--- src/rtl/mcu_pkg.sv ---
// Shared MCU constants: default widths, the NOP encoding, opcode field masks
// and the fetch-stage redirect request type.
package mcu_pkg;

  localparam int unsigned ADDR_W_DEF      = 11;
  localparam int unsigned INSN_W_DEF      = 14;
  localparam int unsigned STACK_DEPTH_DEF = 8;

  localparam logic [13:0] NOP = 14'h0000;

  // Opcode field masks used by the decoder
  localparam logic [13:0] OPC_CLASS_MASK  = 14'h3000;
  localparam logic [13:0] OPC_JUMP_MASK   = 14'h3800;
  localparam logic [13:0] OPC_CALL        = 14'h2000;
  localparam logic [13:0] OPC_GOTO        = 14'h2800;
  localparam logic [13:0] OPC_RETLW_MASK  = 14'h3C00;
  localparam logic [13:0] OPC_RETLW       = 14'h3400;
  localparam logic [13:0] OPC_RETURN      = 14'h0008;
  localparam logic [13:0] OPC_JUMP_TARGET = 14'h07FF;

  // Redirect requests in descending priority order
  typedef enum logic [2:0] {
    REQ_NONE,
    REQ_RETURN,
    REQ_CALL,
    REQ_BRANCH,
    REQ_SKIP
  } req_e;

  function automatic logic is_jump(input logic [13:0] insn);
    return ((insn & OPC_JUMP_MASK) == OPC_CALL) ||
           ((insn & OPC_JUMP_MASK) == OPC_GOTO);
  endfunction

endpackage

--- src/rtl/fetch_return_stack.sv ---
// Circular hardware return stack with occupancy count and sticky
// overflow/underflow flags. Push and pop are never asserted together.
module fetch_return_stack #(
  parameter int unsigned ADDR_W = 11,
  parameter int unsigned DEPTH  = 8
) (
  input  logic              clk,
  input  logic              rst_n,
  input  logic              push,
  input  logic              pop,
  input  logic [ADDR_W-1:0] push_data,
  output logic [ADDR_W-1:0] top,
  output logic              ovf,
  output logic              unf
);

  localparam int unsigned PTR_W = $clog2(DEPTH);
  localparam logic [PTR_W:0] FULL = (PTR_W + 1)'(DEPTH);

  logic [ADDR_W-1:0] mem [DEPTH];
  logic [PTR_W-1:0]  sp;
  logic [PTR_W-1:0]  sp_dec;
  logic [PTR_W:0]    count;

  assign sp_dec = sp - 1'b1;
  assign top    = mem[sp_dec];

  // Stack storage: unreset, written at the current pointer on push
  always_ff @(posedge clk) begin
    if (push) mem[sp] <= push_data;
  end

  // Pointer wraps freely; count saturates so overflow/underflow can be flagged
  always_ff @(posedge clk or negedge rst_n) begin
    if (!rst_n) begin
      sp    <= '0;
      count <= '0;
      ovf   <= 1'b0;
      unf   <= 1'b0;
    end else if (push) begin
      sp <= sp + 1'b1;
      if (count == FULL) ovf <= 1'b1;
      else               count <= count + 1'b1;
    end else if (pop) begin
      sp <= sp_dec;
      if (count == '0) unf <= 1'b1;
      else             count <= count - 1'b1;
    end
  end

endmodule

--- src/rtl/pic_fetch_unit.sv ---
// Instruction fetch stage: program counter, instruction register and
// redirect handling (GOTO/CALL/RETURN/skip) with one-cycle flush bubbles.
module pic_fetch_unit
  import mcu_pkg::*;
#(
  parameter int unsigned ADDR_W      = ADDR_W_DEF,
  parameter int unsigned INSN_W      = INSN_W_DEF,
  parameter int unsigned STACK_DEPTH = STACK_DEPTH_DEF
) (
  input  logic              clk,
  input  logic              rst_n,
  output logic [ADDR_W-1:0] rom_addr_out,
  input  logic [INSN_W-1:0] rom_data_in,
  input  logic              stall,
  input  logic              branch_en,
  input  logic              call_en,
  input  logic              return_en,
  input  logic              skip_en,
  input  logic [ADDR_W-1:0] branch_addr,
  output logic [INSN_W-1:0] ir_out,
  output logic              ir_valid,
  output logic [ADDR_W-1:0] ir_pc,
  output logic              stack_ovf,
  output logic              stack_unf
);

  logic [ADDR_W-1:0] pc;
  logic [ADDR_W-1:0] pc_next;
  logic [ADDR_W-1:0] pc_inc;
  logic [ADDR_W-1:0] stack_top;
  logic              push;
  logic              pop;
  req_e              req;

  assign rom_addr_out = pc;
  assign pc_inc       = pc + 1'b1;

  // Resolve simultaneous requests: return > call > branch > skip
  always_comb begin
    req = REQ_NONE;
    if      (return_en) req = REQ_RETURN;
    else if (call_en)   req = REQ_CALL;
    else if (branch_en) req = REQ_BRANCH;
    else if (skip_en)   req = REQ_SKIP;
  end

  // Next PC; skip and plain fetch both advance by one
  always_comb begin
    pc_next = pc_inc;
    unique case (req)
      REQ_RETURN:          pc_next = stack_top;
      REQ_CALL, REQ_BRANCH: pc_next = branch_addr;
      default:             pc_next = pc_inc;
    endcase
  end

  // PC already points at CALL address + 1, so it is the return address
  assign push = !stall && (req == REQ_CALL);
  assign pop  = !stall && (req == REQ_RETURN);

  // PC / IR pipeline; any request replaces the fetched word with a NOP bubble
  always_ff @(posedge clk or negedge rst_n) begin
    if (!rst_n) begin
      pc       <= '0;
      ir_out   <= INSN_W'(NOP);
      ir_valid <= 1'b0;
      ir_pc    <= '0;
    end else if (!stall) begin
      pc    <= pc_next;
      ir_pc <= pc;
      if (req == REQ_NONE) begin
        ir_out   <= rom_data_in;
        ir_valid <= 1'b1;
      end else begin
        ir_out   <= INSN_W'(NOP);
        ir_valid <= 1'b0;
      end
    end
  end

  fetch_return_stack #(
    .ADDR_W (ADDR_W),
    .DEPTH  (STACK_DEPTH)
  ) u_stack (
    .clk       (clk),
    .rst_n     (rst_n),
    .push      (push),
    .pop       (pop),
    .push_data (pc),
    .top       (stack_top),
    .ovf       (stack_ovf),
    .unf       (stack_unf)
  );

endmodule

--- config.mk ---
export PLATFORM = sky130hd
export DESIGN_NAME = pic_fetch_unit
export DESIGN_NICKNAME = d
export VERILOG_FILES = /design/src/rtl/mcu_pkg.sv /design/src/rtl/fetch_return_stack.sv /design/src/rtl/pic_fetch_unit.sv
export SDC_FILE = /design/constraint.sdc
export NUM_CORES = 1
export LEC_CHECK = 0
export CORE_ASPECT_RATIO = 0.75
export CORE_MARGIN = 2
export CORE_UTILIZATION = 50
export DETAILED_ROUTE_END_ITERATION = 12
export PLACE_DENSITY = 0.82
export RECOVER_POWER = 50
export SETUP_SLACK_MARGIN = 0.05
export SYNTH_ARGS = -nofsm -noshare
export SYNTH_HDL_FRONTEND = slang
export SYNTH_HIERARCHICAL = 1
export SYNTH_SLANG_ARGS = --single-unit
--- constraint.sdc ---
create_clock -name clk -period 2.75 [get_ports clk]
set_input_delay 0.55 -clock clk [delete_from_list [all_inputs] [get_ports clk]]
set_output_delay 0.55 -clock clk [all_outputs]
set_load 0.01 [all_outputs]
==> metrics.csv <==
stage,metric,value,unit
route,drt first pass iters,5,
sta,setup ws final,0.216,ns
cts,clock sink count,134,
final_layout,layout cell share with drive strength beyond 1,0.235,
sta,RSZ-0062 raised after global routing,no,
placement,pre-CTS setup slack,0.0903,ns
sta,Pins Over Slew Limit,0,
die,Die Area,12300,um2
cts,total CTS buffers,17,
sta,setup TNS,0,ns
global_routing,vias in the first global route,3702,
sta,Fin Hold WS,0.466,ns
synthesis,Synth Flop Type,edfxtp_1,
synthesis,Mapped Area,5690,um2
setup_path,r2r startpoint,u_stack/sp[1],
global_routing,total global routing overflow,0,
final_layout,most frequent cells in the layout,"edfxtp_1, clkdlybuf4s50_1, dfrtp_1",
final_layout,ant diodes,0,
route,via/cell ratio,6.17,
global_routing,first-pass GRT wire length,20800,um
synthesis,asr flop ratio synth,0.343,
outcome,outcome,finished clean,
final_layout,layout net count,477,
cts,clk slew on worst S/H paths,0.06,ns
setup_path,WS Path Type,flip-flop to flip-flop,
final_layout,P&R area growth vs syn,27.1,%
placement,Final HPWL DP,8370,um
synthesis,register area share after synthesis,0.667,
synthesis,Post-synth EDFFs,88,
sta,final setup fails,0,
cts,later-pin clock latency in the skew report,0.42,ns
synthesis,Netlist cell types,48,
job,number of max-cap violations,0,
die,std cell rows,33,
sta,relative slew slack,0.0318,
die,Top Ports,71,
route,remaining antenna violation count,0,
sta,Worst-Margin Slew,1.45,ns
sta,Final Hold Fails,0,
setup_path,CP Capture Type,flip-flop,
global_routing,initial antenna violation count,0,
sta,f_max,395,MHz
route,drt drc,0,
synthesis,Syn. warnings,6,
placement,GP Congestion,0.853,
die,core area,11000,um2
cts,"Hold-fix buffers, CTS",0,
setup_path,worst-path fanout max,16,
global_routing,GRT Total Usage,0.236,
power,Cell Pwr Density,1110,nW/um2
cts,CTS Buffer Depth,2,
setup_path,crit path DAT,2.83,ns
setup_path,Worst Path Required,3.05,ns
route,Vias,3654,
cts,CTS resizes,0,
route,DR iter-0 viols,342,
power,leakage power,2.69,nW
cts,CTS tree,yes,
synthesis,syn nets,383,
route,drt total wl,13300,um
synthesis,"flops & latches, synth",134,
synthesis,synthesized instance count,345,
route,Wirelength per Cell,22.5,um
hold_path,Min-Delay Path Class,input pin to async pin,
cts,"Setup Fix Bufs, Post-CTS",0,
final_layout,"commonest non-fill, non-tap cell in the layout",edfxtp_1,
cts,Clock H-tree levels,4,
setup_path,CP startpoint kind,flip-flop,
cts,CTS Root Buffer Type,clkbuf_16,
die,initial cell density of the core,0.516,
synthesis,syn avg cell area,16.5,um2
sta,fin crit share,0.921,
sta,Final Critical Period,2.53,ns
power,VDD IR-drop max,625,uV
setup_path,critical path launch point,u_stack/sp[1],
die,die height,96.4,um
final_layout,fin util,0.656,
die,Die Wd,127,um
placement,Port Buf Inserts,70,
sta,clk_skew,0.0102,ns
global_routing,largest net degree at the start of global routing,50,
[report_power, final]
| part | total, mW | switching, mW | internal, mW |
|---|---|---|---|
| Sequential | 3.10 | 0.461 | 2.64 |
| Combinational | 2.58 | 1.23 | 1.36 |
| Clock | 2.38 | 0.848 | 1.53 |
[Yosys cell counts, types with 6 or more instances]
library cell | n | area [um2]
a21oi_1 | 8 | 40.0
nor2_1 | 13 | 48.8
clkbuf_1 | 7 | 26.3
buf_6 | 6 | 67.6
mux4_2 | 23 | 518
a22o_1 | 14 | 123
nand2_1 | 14 | 52.6
dfrtp_1 | 46 | 1150
nor3_1 | 7 | 35.0
edfxtp_1 | 88 | 2640
mux2_2 | 24 | 270
o21ai_0 | 16 | 80.1
buf_2 | 7 | 35.0
[critical path, stage by stage (launching register included)]
cell,delay (ns)
dfrtp_1,0.45
inv_1,0.13
ha_1,0.31
buf_4,0.26
mux4_2,0.35
mux2_2,0.31
a21oi_1,0.23
a31oi_1,0.12
o22a_1,0.25
[cell families after synthesis]
kind of cell,share of synthesized area
XOR/XNOR,0.00770
buffers and inverters,0.0253
flip-flops,0.667
AND/OR/NAND/NOR,0.0638
AO/OA/AOI/OAI,0.0744
adder cells (fa/ha/maj),0.0145
multiplexers,0.147
[routing by layer]
layer | wire (um) | up-vias | track usage | share of wire
met2 | 6000 | 236 | 0.360 | 0.45
met3 | 1330 | 35 | 0.0738 | 0.10
li1 | - | 1551 | - | -
met4 | 243 | 0 | 0.0733 | 0.018
met5 | 0 | - | 0 | 0
met1 | 5720 | 1832 | 0.330 | 0.43
[worst paths after layout]
check	end	slack, ns	cells after the start
max	rom_addr_out[10]	0.22	8
max in group asynchronous	ir_out[11]	1.09	2
min	u_stack/sp[1]	0.47	1
min reg2reg	u_stack/unf	0.47	1
min in group clk	u_stack/unf	0.47	1
max reg2reg	rom_addr_out[10]	0.22	8
[per-stage QoR]
step,instances,instance area [um2],power (mW)
after floorplan,345,5690,4.56
after global placement,560,6630,5.59
after detailed placement,560,6630,5.67
after CTS,592,7250,8.08
after global routing,592,7230,8.40
final,592,7230,8.06
[sequential cells by signal, summed over array words and instances, names as in the netlist]
register,cells
u_stack/mem,88
ir_out,14
ir_pc,11
rom_addr_out,11
u_stack/count,4
u_stack/sp,3
ir_valid,1
u_stack/ovf,1
u_stack/unf,1
[area by class of cell]
| type | count | area [um2] |
|---|---|---|
| clock buffer | 21 | 482 |
| sequential | 134 | 3790 |
| clock inverter | 11 | 145 |
| timing repair buffer | 95 | 867 |
| multi-input combinational | 187 | 1750 |
| fill | 741 | 3800 |
| tap | 140 | 175 |
| inverter | 4 | 15.0 |
Power figures use the tool's default switching activity.
